File: src/rtl/span_pkg.sv
// span_pkg -- shared types and helpers for the span_phase_multi meter.
//   span_state_e : measurement FSM states (IDLE, ARM, MEASURE, DONE)
//   SPAN_CW, SPAN_SYNC_STAGES : default counter width / synchroniser depth
//   sat_inc()    : saturating increment for counters up to 64 bits wide
package span_pkg;

  typedef enum logic [1:0] {
    ST_IDLE,
    ST_ARM,
    ST_MEASURE,
    ST_DONE
  } span_state_e;

  localparam int unsigned SPAN_CW          = 32;
  localparam int unsigned SPAN_SYNC_STAGES = 2;

  // Increment v, holding at the all-ones value of a w-bit counter.
  function automatic logic [63:0] sat_inc(input logic [63:0] v, input int unsigned w);
    logic [63:0] max_v;
    max_v = (64'd1 << w) - 64'd1;
    return (v >= max_v) ? max_v : v + 64'd1;
  endfunction

endpackage

File: src/rtl/span_sync.sv
// span_sync -- multi-bit synchroniser with per-bit rising-edge detect.
// Every bit goes through the same number of flops, so bits sampled together
// stay aligned (zero inter-bit skew).
// Ports:
//   clk     in  sampling clock
//   rst     in  synchronous active-high reset
//   i_d     in  W asynchronous inputs
//   o_q     out W synchronised inputs
//   o_rise  out W one-cycle rising-edge flags (o_q & ~previous o_q)
module span_sync #(
  parameter int unsigned W      = 1,
  parameter int unsigned STAGES = 2
) (
  input  logic         clk,
  input  logic         rst,
  input  logic [W-1:0] i_d,
  output logic [W-1:0] o_q,
  output logic [W-1:0] o_rise
);

  // Fewer than two flops gives no metastability protection.
  localparam int unsigned DEPTH = (STAGES < 2) ? 2 : STAGES;

  logic [W-1:0] r_pipe [DEPTH];
  logic [W-1:0] r_last;

  always_ff @(posedge clk) begin
    if (rst) begin
      for (int unsigned s = 0; s < DEPTH; s++) begin
        r_pipe[s] <= '0;
      end
      r_last <= '0;
    end else begin
      r_pipe[0] <= i_d;
      for (int unsigned s = 1; s < DEPTH; s++) begin
        r_pipe[s] <= r_pipe[s-1];
      end
      r_last <= r_pipe[DEPTH-1];
    end
  end

  assign o_q    = r_pipe[DEPTH-1];
  assign o_rise = r_pipe[DEPTH-1] & ~r_last;

endmodule

File: src/rtl/span_phase_multi.sv
// span_phase_multi -- N-channel equal-precision time-interval / phase meter.
// Over a window of whole reference periods (opened and closed by synchronised
// sig_ref rising edges) each channel counts base-clock ticks where it equals
// the reference (cnt_same) and where it differs (cnt_diff), and reports
// whether it was high at the closing reference edge (lead).
// Optional build macro: SPAN_TIMEOUT_EN adds a watchdog that ends ARM/MEASURE
// after TIMEOUT_CYCLES clocks without a reference edge (timeout=1, counts 0).
// Ports:
//   clk_base      in   base/count clock, posedge
//   rst           in   synchronous active-high reset
//   start         in   one-cycle pulse, begin a measurement (ignored if busy)
//   abort         in   one-cycle pulse, cancel measurement (beats start)
//   gate_periods  in   window length in reference periods (0 -> 1)
//   sig_ref       in   asynchronous reference
//   sig_ch        in   N_CH asynchronous test signals
//   busy          out  high in ARM and MEASURE
//   done          out  one-cycle pulse while new results are presented
//   timeout       out  last measurement ended by watchdog
//   cnt_same      out  per channel ch==ref ticks, channel k at [k*CW +: CW]
//   cnt_diff      out  per channel ch!=ref ticks
//   cnt_ref       out  reference periods counted
//   lead          out  channel high at the closing reference edge
//   ovf           out  a counter of the channel saturated
module span_phase_multi
  import span_pkg::*;
#(
  parameter int unsigned N_CH           = 4,
  parameter int unsigned CW             = SPAN_CW,
  parameter int unsigned SYNC_STAGES    = SPAN_SYNC_STAGES,
  parameter int unsigned TIMEOUT_CYCLES = 100000000
) (
  input  logic                 clk_base,
  input  logic                 rst,
  input  logic                 start,
  input  logic                 abort,
  input  logic [15:0]          gate_periods,
  input  logic                 sig_ref,
  input  logic [N_CH-1:0]      sig_ch,
  output logic                 busy,
  output logic                 done,
  output logic                 timeout,
  output logic [N_CH*CW-1:0]   cnt_same,
  output logic [N_CH*CW-1:0]   cnt_diff,
  output logic [CW-1:0]        cnt_ref,
  output logic [N_CH-1:0]      lead,
  output logic [N_CH-1:0]      ovf
);

  // Common width for comparing the reference counter with the 16-bit gate.
  localparam int unsigned XW = (CW > 16) ? CW : 16;

  span_state_e r_state;
  span_state_e w_next;

  logic [N_CH:0]    w_sync_q;
  logic [N_CH:0]    w_sync_rise;
  logic             w_ref_s;
  logic             w_ref_rise;
  logic [N_CH-1:0]  w_ch_s;
  logic             w_unused_rise;

  logic [CW-1:0]    r_same [N_CH];
  logic [CW-1:0]    r_diff [N_CH];
  logic [CW-1:0]    r_ref;
  logic [15:0]      r_gate;
  logic [N_CH-1:0]  r_ovf;

  logic [N_CH*CW-1:0] r_cnt_same;
  logic [N_CH*CW-1:0] r_cnt_diff;
  logic [CW-1:0]      r_cnt_ref;
  logic [N_CH-1:0]    r_lead;
  logic [N_CH-1:0]    r_ovf_o;
  logic               r_timeout;

  logic [CW-1:0]    w_ref_inc;
  logic             w_close;
  logic             w_wd_hit;
  logic             w_arm_entry;
  logic             w_count;
  logic             w_ref_tick;
  logic             w_finish;

  // Reference and channels share one synchroniser so they stay aligned.
  span_sync #(
    .W      (N_CH + 1),
    .STAGES (SYNC_STAGES)
  ) u_sync (
    .clk    (clk_base),
    .rst    (rst),
    .i_d    ({sig_ch, sig_ref}),
    .o_q    (w_sync_q),
    .o_rise (w_sync_rise)
  );

  assign w_ref_s       = w_sync_q[0];
  assign w_ch_s        = w_sync_q[N_CH:1];
  assign w_ref_rise    = w_sync_rise[0];
  assign w_unused_rise = ^w_sync_rise[N_CH:1];

  assign busy = (r_state == ST_ARM) || (r_state == ST_MEASURE);
  assign done = (r_state == ST_DONE);

  assign w_ref_inc = CW'(sat_inc(64'(r_ref), CW));
  // Closing edge: this reference edge brings the period count to the gate.
  assign w_close   = (r_state == ST_MEASURE) && w_ref_rise &&
                     (XW'(w_ref_inc) == XW'(r_gate));

`ifdef SPAN_TIMEOUT_EN
  localparam int unsigned WDW = $clog2(TIMEOUT_CYCLES + 1);
  logic [WDW-1:0] r_wd;

  always_ff @(posedge clk_base) begin
    if (rst || w_arm_entry) begin
      r_wd <= '0;
    end else if (busy) begin
      r_wd <= w_ref_rise ? '0 : r_wd + WDW'(1);
    end
  end

  assign w_wd_hit = busy && !w_ref_rise && (r_wd == WDW'(TIMEOUT_CYCLES - 1));
`else
  logic w_unused_timeout;
  assign w_unused_timeout = (TIMEOUT_CYCLES != 0);
  assign w_wd_hit         = 1'b0;
`endif

  always_ff @(posedge clk_base) begin
    if (rst) begin
      r_state <= ST_IDLE;
    end else begin
      r_state <= w_next;
    end
  end

  always_comb begin
    w_next = r_state;
    unique case (r_state)
      ST_IDLE: begin
        if (start && !abort) w_next = ST_ARM;
      end
      ST_ARM: begin
        if (abort)           w_next = ST_IDLE;
        else if (w_wd_hit)   w_next = ST_DONE;
        else if (w_ref_rise) w_next = ST_MEASURE;
      end
      ST_MEASURE: begin
        if (abort)           w_next = ST_IDLE;
        else if (w_close)    w_next = ST_DONE;
        else if (w_wd_hit)   w_next = ST_DONE;
      end
      ST_DONE: begin
        w_next = ST_IDLE;
      end
      default: begin
        w_next = ST_IDLE;
      end
    endcase
  end

  assign w_arm_entry = (r_state == ST_IDLE) && (w_next == ST_ARM);
  // The opening edge (seen in ARM) is the first counted tick; the closing
  // edge tick is excluded.
  assign w_count     = ((r_state == ST_ARM) && w_ref_rise) ||
                       ((r_state == ST_MEASURE) && !w_close);
  assign w_ref_tick  = (r_state == ST_MEASURE) && w_ref_rise;
  assign w_finish    = (w_next == ST_DONE);

  always_ff @(posedge clk_base) begin
    if (rst) begin
      for (int unsigned k = 0; k < N_CH; k++) begin
        r_same[k] <= '0;
        r_diff[k] <= '0;
      end
      r_ref  <= '0;
      r_ovf  <= '0;
      r_gate <= '0;
    end else if (w_arm_entry) begin
      for (int unsigned k = 0; k < N_CH; k++) begin
        r_same[k] <= '0;
        r_diff[k] <= '0;
      end
      r_ref  <= '0;
      r_ovf  <= '0;
      r_gate <= (gate_periods == 16'd0) ? 16'd1 : gate_periods;
    end else begin
      if (w_count) begin
        for (int unsigned k = 0; k < N_CH; k++) begin
          if (w_ch_s[k] == w_ref_s) begin
            r_same[k] <= CW'(sat_inc(64'(r_same[k]), CW));
            if (r_same[k] == '1) r_ovf[k] <= 1'b1;
          end else begin
            r_diff[k] <= CW'(sat_inc(64'(r_diff[k]), CW));
            if (r_diff[k] == '1) r_ovf[k] <= 1'b1;
          end
        end
      end
      if (w_ref_tick) begin
        r_ref <= w_ref_inc;
        if (r_ref == '1) r_ovf <= '1;
      end
    end
  end

  // Results are registered on the transition into DONE so they are valid in
  // the same cycle done is high; the closing edge's period increment, lead
  // sample and reference overflow are folded in here directly.
  always_ff @(posedge clk_base) begin
    if (rst) begin
      r_cnt_same <= '0;
      r_cnt_diff <= '0;
      r_cnt_ref  <= '0;
      r_lead     <= '0;
      r_ovf_o    <= '0;
      r_timeout  <= 1'b0;
    end else if (w_finish) begin
      if (w_close) begin
        for (int unsigned k = 0; k < N_CH; k++) begin
          r_cnt_same[k*CW +: CW] <= r_same[k];
          r_cnt_diff[k*CW +: CW] <= r_diff[k];
        end
        r_cnt_ref <= w_ref_inc;
        r_lead    <= w_ch_s;
        r_ovf_o   <= r_ovf | {N_CH{r_ref == '1}};
        r_timeout <= 1'b0;
      end else begin
        r_cnt_same <= '0;
        r_cnt_diff <= '0;
        r_cnt_ref  <= '0;
        r_lead     <= '0;
        r_ovf_o    <= '0;
        r_timeout  <= 1'b1;
      end
    end
  end

  assign cnt_same = r_cnt_same;
  assign cnt_diff = r_cnt_diff;
  assign cnt_ref  = r_cnt_ref;
  assign lead     = r_lead;
  assign ovf      = r_ovf_o;
  assign timeout  = r_timeout;

endmodule

File: config.mk
export PLATFORM = sky130hd
export DESIGN_NAME = span_phase_multi
export DESIGN_NICKNAME = d
export VERILOG_FILES = /design/src/rtl/span_pkg.sv /design/src/rtl/span_sync.sv /design/src/rtl/span_phase_multi.sv
export SDC_FILE = /design/constraint.sdc
export NUM_CORES = 1
export LEC_CHECK = 0
export ABC_AREA = 1
export CORE_UTILIZATION = 40
export CTS_CLUSTER_SIZE = 14
export DETAILED_ROUTE_END_ITERATION = 6
export DONT_BUFFER_PORTS = 1
export GPL_ROUTABILITY_DRIVEN = 0
export HOLD_SLACK_MARGIN = 0.03
export PLACE_DENSITY = 0.62
export RECOVER_POWER = 50
export SLEW_MARGIN = 0
export SYNTH_ARGS = -nofsm -noshare
export SYNTH_HDL_FRONTEND = slang
export SYNTH_SLANG_ARGS = --single-unit
File: constraint.sdc
create_clock -name clk_base -period 6.68 [get_ports clk_base]
set_input_delay 1.336 -clock clk_base [delete_from_list [all_inputs] [get_ports clk_base]]
set_output_delay 1.336 -clock clk_base [all_outputs]
set_load 0.05 [all_outputs]
# Yosys cells after proc, flatten, opt, wreduce, memory -nomap -nowiden
# Memories as Yosys holds them, arrays and structs flattened.
# Cells that the tools add are included.
[classes]
addsub = 9
order_cmp = 9
n_eq_ne = 19
muxes = 101
bitwise = 21
reduce_logical = 13
[op_table]
columns = ["operator", "n"]
rows = [
  ["two-way mux 32 bit", 26],
  ["adder 32 x 1 -> 32 bit (second input constant)", 9],
  ["equality test 32 bit (second input constant)", 9],
  ["greater-or-equal comparator 32 bit (second input constant)", 9],
  ["two-way mux 128 bit", 2],
  ["two-way mux 1 bit", 59],
  ["equality test 32 x 16 -> 1 bit", 1],
  ["two-way mux 4 bit", 5],
  ["OR 1 bit", 18],
  ["zero test 16 bit", 1],
  ["two-way mux 16 bit", 1],
  ["two-way mux 2 bit", 5],
  ["two-way mux 5 bit", 2],
  ["case mux 2 bit (4 select lines)", 1],
  ["equality test 2 bit (second input constant)", 3],
  ["logical AND 1 bit", 6],
  ["equality test 1 bit", 4],
  ["equality test 2 x 1 -> 1 bit (second input constant)", 2],
  ["OR 4 bit", 1],
  ["zero test 1 bit", 2],
  ["zero test 2 bit", 1],
  ["logical OR 1 bit", 2],
  ["OR reduction 2 bit", 1],
  ["AND 1 bit", 1],
  ["inverter 1 bit", 1],
]
[totals]
ff_bits = 352
ramBits = 266
output_inout_bits = 299
wordCells = 186
mem_count = 3
[mem_list]
columns = ["memory", "words", "word_bits", "read_ports", "rd_ports_with_merged_regs", "write_ports", "line", "rtl"]
rows = [
  ["r_diff", 4, 32, 4, 0, 4, "span_phase_multi.sv:63", "logic [CW-1:0] r_diff [N_CH];"],
  ["r_same", 4, 32, 4, 0, 4, "span_phase_multi.sv:62", "logic [CW-1:0] r_same [N_CH];"],
  ["u_sync.r_pipe", 2, 5, 2, 0, 2, "span_sync.sv:24", "logic [W-1:0] r_pipe [DEPTH];"],
]

# Depth between registers and ports, before layout
# Gate-level depths: netlist (run 1).
[logic_depth]
depth_word = 14
mapped_depth = 26

# Modules after synthesis
# From an unflattened synthesis (run 1), not the netlist that was laid out.
[hier_totals]
cells_unflattened = 4796
hier_area_um2 = 33179.3
[by_module_without_submodules]
columns = ["module", "instances", "cells_each", "area_each_um2", "seq_area_each_um2"]
rows = [
  ["span_phase_multi", 1, 4740, 32698.9, 14073.5],
  ["span_sync", 1, 56, 480.5, 300.3],
]

# Least setup slack after synthesis (run 1)
# No wires, ideal clock.
[synth_path]
kind = "input to register"
start = "input start"
end = "memory r_diff[0][0] in the netlist's numbering, enable pin"
setup_time_ns = 0.478
arrival_ns = 3.314
required_time_ns = 6.202
setup_slack_ns = 2.888
cell_stages = 11
n_path_buf = 2
cell_sequence = "inv_1 -> o21ai_0 -> nor2_1 -> nor2_1 -> nand2_1 -> nand2_1 -> clkbuf_1 -> nor2_1 -> nand2_1 -> clkbuf_1 -> nand2_1"
[synth_lines]
columns = ["element", "line", "rtl"]
rows = [
  ["start, declared", "span_phase_multi.sv:34", "input logic start,"],
  ["end, declared", "span_phase_multi.sv:63", ""],
]

==> results of run 1 <==
==> cell families after synthesis <==
group	after synthesis	synth area share
AO/OA/AOI/OAI	458	0.0750
XOR/XNOR	137	0.0367
adder cells (fa/ha/maj)	13	0.00497
buffers and inverters	840	0.106
flip-flops	618	0.437
multiplexers	1	0.000306
AND/OR/NAND/NOR	2670	0.340
==> critical path, delay by kind of cell (launching register included) <==
kind	cells	cell delay, ps
buffers and inverters	2	1440
flip-flops	1	410
AND/OR/NAND/NOR	17	2960
adder cells (fa/ha/maj)	1	230
==> layout make-up <==
class                   instances  area [sq um]
multi-input cells            3279         15000
well taps                    1060          1330
clock buffers                 106          2240
inverters                     604          2270
repair buffers                 36           268
clock inverters                30           327
flip-flops and latches        618         14300
fillers                      8385         45000
==> registers in the layout, indices dropped and copies added (netlist names) <==
| register | cells |
|---|---|
| cnt_same | 128 |
| r_ovf | 4 |
| r_same | 128 |
| lead | 4 |
| r_diff | 128 |
| u_sync.r_pipe | 10 |
| r_ref | 32 |
| cnt_diff | 128 |
| cnt_ref | 32 |
| r_state | 2 |
| u_sync.r_last | 1 |
| timeout | 1 |
| ovf | 4 |
| r_gate | 16 |
==> cell usage after synthesis, types with 3 or more instances <==
cell	count
nor2_1	622
dfxtp_1	426
a31oi_1	53
or3_1	3
nand3b_1	13
clkbuf_1	113
nand4_1	70
xor2_1	77
or2_2	25
buf_4	4
a211oi_1	14
buf_6	24
a21oi_1	234
nor4_1	34
inv_1	598
nor3_1	54
ha_1	13
edfxtp_1	192
o32ai_1	3
inv_2	5
nand2_2	5
o31ai_1	3
o21ai_0	137
and2_1	3
o211ai_1	6
xnor2_1	60
buf_2	94
nand2_1	1362
nor2_2	4
nand3_1	465
==> layer usage <==
metal  global-route usage  part of all wire  vias to the layer above
met5                    0                 0                        -
met4               0.0594             0.026                        0
met3               0.0452             0.061                      142
met2                0.338              0.45                      648
met1                0.290              0.46                    13379
li1                     -                 -                    14817
==> through the flow <==
stage | instance area (sq um) | setup WS [ps] | power [mW] | hold slack (ps)
after floorplan | 32700 | 2890 | 4.81 | 388
final | 35700 | 1250 | 9.10 | 408
after global routing | 35700 | 675 | 9.46 | 420
after global placement | 33200 | 1960 | 4.97 | 394
after CTS | 35800 | 1850 | 9.21 | 409
after detailed placement | 33200 | 1880 | 4.98 | 402
==> power by group through the flow <==
stage	Combinational [mW]	Sequential, mW	Clock, mW
2_1_floorplan	0.497	4.31	0
5_1_grt	0.677	4.33	4.45
3_3_place_gp	0.593	4.38	0
4_1_cts	0.601	4.30	4.31
3_5_place_dp	0.598	4.38	0
6_report	0.598	4.30	4.20
==> worst max-delay path by stage <==
stage	startpoint	end	slack [ps]	cells after the start
after global placement	r_ref[0]	cnt_same[9]	1960	22
after floorplan	start	r_diff[0][0]	2890	11
after CTS	r_ref[0]	cnt_diff[28]	1850	22
after detailed placement	r_ref[0]	cnt_diff[28]	1880	22
final	r_ref[0]	r_diff[0][12]	1250	20
after global routing	r_ref[0]	cnt_same[99]	670	21
==> out/results.ini, run 1 <==
[synth]
synth_nets = 4775
ys_ff_latch = 618
synth.distinct_cells = 46
yosysSeqAreaShare = 0.437
yosysTopAreaCell = dfxtp_1
synthCells = 4737
synth_area_per_cell_sq_um = 6.91
yosysTopAreaCellShare = 0.261
ys.flop_type = dfxtp_1
yosys_warnings = 0
synth.area.top_cells = dfxtp_1 (26%), edfxtp_1 (18%), nand2_1 (16%)
netlist_area_sq_mm = 0.0327
synthArstFlopShare = 0
synth-edff-count = 192

[hold_path]
hp-class = register to register
min_path_cells = 2
min-delay-start = u_sync.r_pipe[0][1]
whs_endpoint = u_sync.r_pipe[0][6]

[floorplanning]
io_pins = 324
dieArea_sq_mm = 0.0829
die_w_um = 288
start_util = 0.406
core_area_sq_mm = 0.0807
die_h_um = 288
placementRows = 104

[route]
vias = 28986
first_pass_iters = 7
drt_iter0_drc = 2255
drcViolationCount = 44
wl_per_cell_um = 15.8
drt-total-wl_um = 90400
ant_nets = 0
routed_via_density = 5.06

[worst_setup_path]
cp_slowest_cell = clkbuf_1
end_kind = register
criticalPathCategory = register to register
required_ps = 6990
path_cells = ha_1 > nand2_1 > nor2_1 > nand2_2 > nor2_1 > nand2_4 > nand2_1 > nand2_1 > nand2_1 > nand2_1 > nor2_1 > nand2_1 > nor2_1 > nand2_1 > nand2_1 > nand2_1 > nand2_1 > clkbuf_1 > nand2_1 > buf_4
cp_max_fo = 34
cp_common_cell = nand2_1
max_stage_delay_ps = 1110
reg2reg_depth = 20
arrival_ps = 5740
ff2ff_setup_slack_ps = 1250
reg2reg_to = r_diff[0][12]
reg2reg_from = r_ref[0]
critPathLaunchType = register

[cells_and_area]
mostFrequentLayoutCells = nand2_1 (1363), nor2_1 (622), inv_1 (598), nand3_1 (465), dfxtp_1 (426)
final_cells = 5733
area_growth_pct = 9.18
num_antenna_cells = 0
drive_gt1_frac = 0.0422
utilization = 0.443
final_common_cell = nand2_1
nNetsFinal = 4651

[clock_tree]
post-cts-setup-buffers = 0
clkTransAtPathRegs_ps = 70
cts_hold_buf = 0
ctsResizeCount = 0
root_buffer = clkbuf_16
clockBufferDepth = 3
cts.sink_count = 618
clock_latency_ps = 620
cts_buffers = 74
h-tree-depth = 3
tritoncts = built

[placed_design]
io_buffers = 0
dp_cells = 5597
dpl.hpwl_um = 60900

[pwr]
p_per_area_mw_per_mm2 = 255
p_int_mw = 6.75
sw_frac_of_total = 0.259
comb_power_share = 0.066
p_clk_frac = 0.462
p_sw_mw = 2.36
vdd_drop_max_v = 0.000177
power.leakage_nw = 14.0
seq_power_share = 0.473

[timing]
hold_viol = 0
fin_crit_ps = 5430
maxSlewHeadroom = -0.405
max_freq_mhz = 184
tns_ps = 0
rsz0062_at_grt = false
tightest_slew_ps = 2110
finalSetupViolations = 0
finalMaxSlewViolations = 256
finClkSkew_ps = 25.9
post-route-period-util = 0.813

[global_route]
grt_max_degree = 309
overflow = 0
antenna_found_initial = 0
grt_pass1_wl_um = 144000
grt_use_total = 0.213
grt_pass1_vias = 26540

[outcome]
status = finished, violations left
violations = design-rule violations, max-capacitance violations, max-slew violations

[run]
cap_viol_max_count = 4

Power figures use the tool's default switching activity.
==> run 2: changes to the inputs <==
PLACE_DENSITY = 0.64   (was 0.62)
clock period = 4.85 ns   (was 6.68 ns; I/O delays follow)
==> out/results.ini, run 2 (synthesis results as in run 1) <==
[outcome]
status = finished, violations left
violations = design-rule violations, max-capacitance violations, max-slew violations

[pwr]
comb_power_share = 0.069  ; +0.003
sw_frac_of_total = 0.261  ; +0.00157
total_power_mw = 12.3  ; +35%
power.leakage_nw = 14.0  ; about the same
vdd_drop_max_v = 0.000264  ; +50%
p_sw_mw = 3.20  ; +36%
seq_power_share = 0.482  ; +0.009
p_per_area_mw_per_mm2 = 344  ; +35%
p_clk_frac = 0.449  ; -0.013
p_int_mw = 9.08  ; +35%

[timing]
rsz0062_at_grt = false
finalMaxSlewViolations = 44  ; -83%
hold_viol = 0  ; unchanged
tightest_slew_ps = 2130  ; +26.6 ps
post-route-period-util = 0.884  ; +0.0704
fin_crit_ps = 4290  ; -1150 ps
finalSetupViolations = 0  ; unchanged
tns_ps = 0  ; unchanged
max_freq_mhz = 233  ; +27%
maxSlewHeadroom = -0.423  ; -0.0177
finClkSkew_ps = 22.6  ; -3.29 ps

[worst_setup_path]
reg2reg_from = r_ref[0]
end_kind = register
arrival_ps = 4710  ; -1030 ps
cp_max_fo = 34  ; unchanged
ff2ff_setup_slack_ps = 560  ; -680 ps
reg2reg_to = r_same[0][30]
critPathLaunchType = register
required_ps = 5280  ; -1710 ps
criticalPathCategory = register to register
reg2reg_depth = 20  ; unchanged

[clock_tree]
root_buffer = clkbuf_16
clock_latency_ps = 620  ; about the same
clockBufferDepth = 3  ; unchanged
tritoncts = built
post-cts-setup-buffers = 0  ; unchanged
cts_buffers = 72  ; -2.7%
clkTransAtPathRegs_ps = 60  ; about the same
h-tree-depth = 3  ; unchanged
ctsResizeCount = 0  ; unchanged
cts_hold_buf = 0  ; unchanged
cts.sink_count = 618  ; unchanged

[cells_and_area]
drive_gt1_frac = 0.0446  ; +0.00248
mostFrequentLayoutCells = nand2_1 (1363), nor2_1 (621), inv_1 (598), nand3_1 (465), dfxtp_1 (426)
nNetsFinal = 4661  ; +0.22%
num_antenna_cells = 0  ; unchanged
utilization = 0.443  ; about the same
final_common_cell = nand2_1
area_growth_pct = 9.12  ; about the same
fill_cells = 8353  ; -0.38%

[global_route]
overflow = 0  ; unchanged
grt_max_degree = 309  ; unchanged
grt_pass1_wl_um = 144000  ; about the same
antenna_found_initial = 0  ; unchanged
grt_pass1_vias = 26974  ; +1.6%
grt_use_total = 0.213  ; about the same

[hold_path]
whs_endpoint = u_sync.r_pipe[0][7]
min-delay-start = u_sync.r_pipe[0][2]
min_path_cells = 2  ; unchanged
hp-class = register to register

[placed_design]
io_buffers = 0  ; unchanged
dpl.hpwl_um = 60500  ; -0.61%

[route]
wl_per_cell_um = 15.7  ; -0.50%
drt_iter0_drc = 2132  ; -5.5%
drt-total-wl_um = 90100  ; -0.34%
routed_via_density = 5.05  ; -0.15%
drcViolationCount = 33  ; -25%
first_pass_iters = 7  ; unchanged
ant_nets = 0  ; unchanged
vias = 28988  ; +0.0069%

[floorplanning]
dieArea_sq_mm = 0.0829  ; unchanged
die_h_um = 288  ; unchanged
die_w_um = 288  ; unchanged
start_util = 0.406  ; unchanged
io_pins = 324  ; unchanged
placementRows = 104  ; unchanged
core_area_sq_mm = 0.0807  ; unchanged

[run]
cap_viol_max_count = 1  ; -3

[run 2: how the worst max path moves through the flow]
stage          cells past startpoint            end  slack [ps]     start
2_1_floorplan                     21   r_same[1][0]        1100  r_ref[0]
3_3_place_gp                      20  r_same[1][20]         800  r_ref[0]
3_5_place_dp                      20  r_same[1][25]         700  r_ref[0]
4_1_cts                           20   r_same[1][4]         690  r_ref[0]
5_1_grt                           21   r_same[2][3]         130  r_ref[0]
6_report                          20  r_same[0][30]         560  r_ref[0]
[run 2: power groups by stage]
stage,Clock [mW],Combinational (mW),Sequential [mW]
4_1_cts,5.65,0.849,5.92
6_report,5.51,0.847,5.93
5_1_grt,5.84,0.958,5.97
2_1_floorplan,0,0.684,5.93
3_5_place_dp,0,0.844,6.03
3_3_place_gp,0,0.839,6.03
[run 2: area by class of cell]
cell class / count / area (sq um) / share of cell area
multi-input combinational: 3279 / 15000 / 0.420
inverter: 604 / 2270 / 0.0636
tap: 1060 / 1330 / 0.0371
sequential: 618 / 14300 / 0.400
clock buffer: 98 / 2070 / 0.0581
timing repair buffer: 48 / 403 / 0.0113
clock inverter: 35 / 337 / 0.00943
[run 2: critical path, cell delays in order, from the launching register on]
cell      delay (ps)
dfxtp_1          420
ha_1             230
nand2_1           80
nor2_2           190
nand2_1          170
nor2_4           230
nand2_4          280
nand2_1          200
nand2_1          110
nand2_1           70
inv_1             40
nand2_1           60
nor2_1            40
nand2_1          100
nor2_1            60
nand2_1          240
nand2_1          110
a21oi_1          500
nand2_1          130
clkbuf_2         460
a211oi_1         350
[run 2: stage by stage]
stage / hold slack (ps) / area, sq um / instances / setup WS [ps]
5_1_grt: 409 / 35700 / 5742 / 134
3_5_place_dp: 394 / 33300 / 5609 / 697
4_1_cts: 401 / 35800 / 5742 / 691
3_3_place_gp: 389 / 33300 / 5609 / 800
6_report: 400 / 35700 / 5742 / 565
2_1_floorplan: 388 / 32700 / 4737 / 1100
[run 2: metal layers]
layer,routed length [um],vias to the layer above,global-route usage
met5,0,-,0
met1,40700,13312,0.283
met3,6560,131,0.0491
li1,-,14841,-
met2,40600,704,0.341
met4,2250,0,0.0661
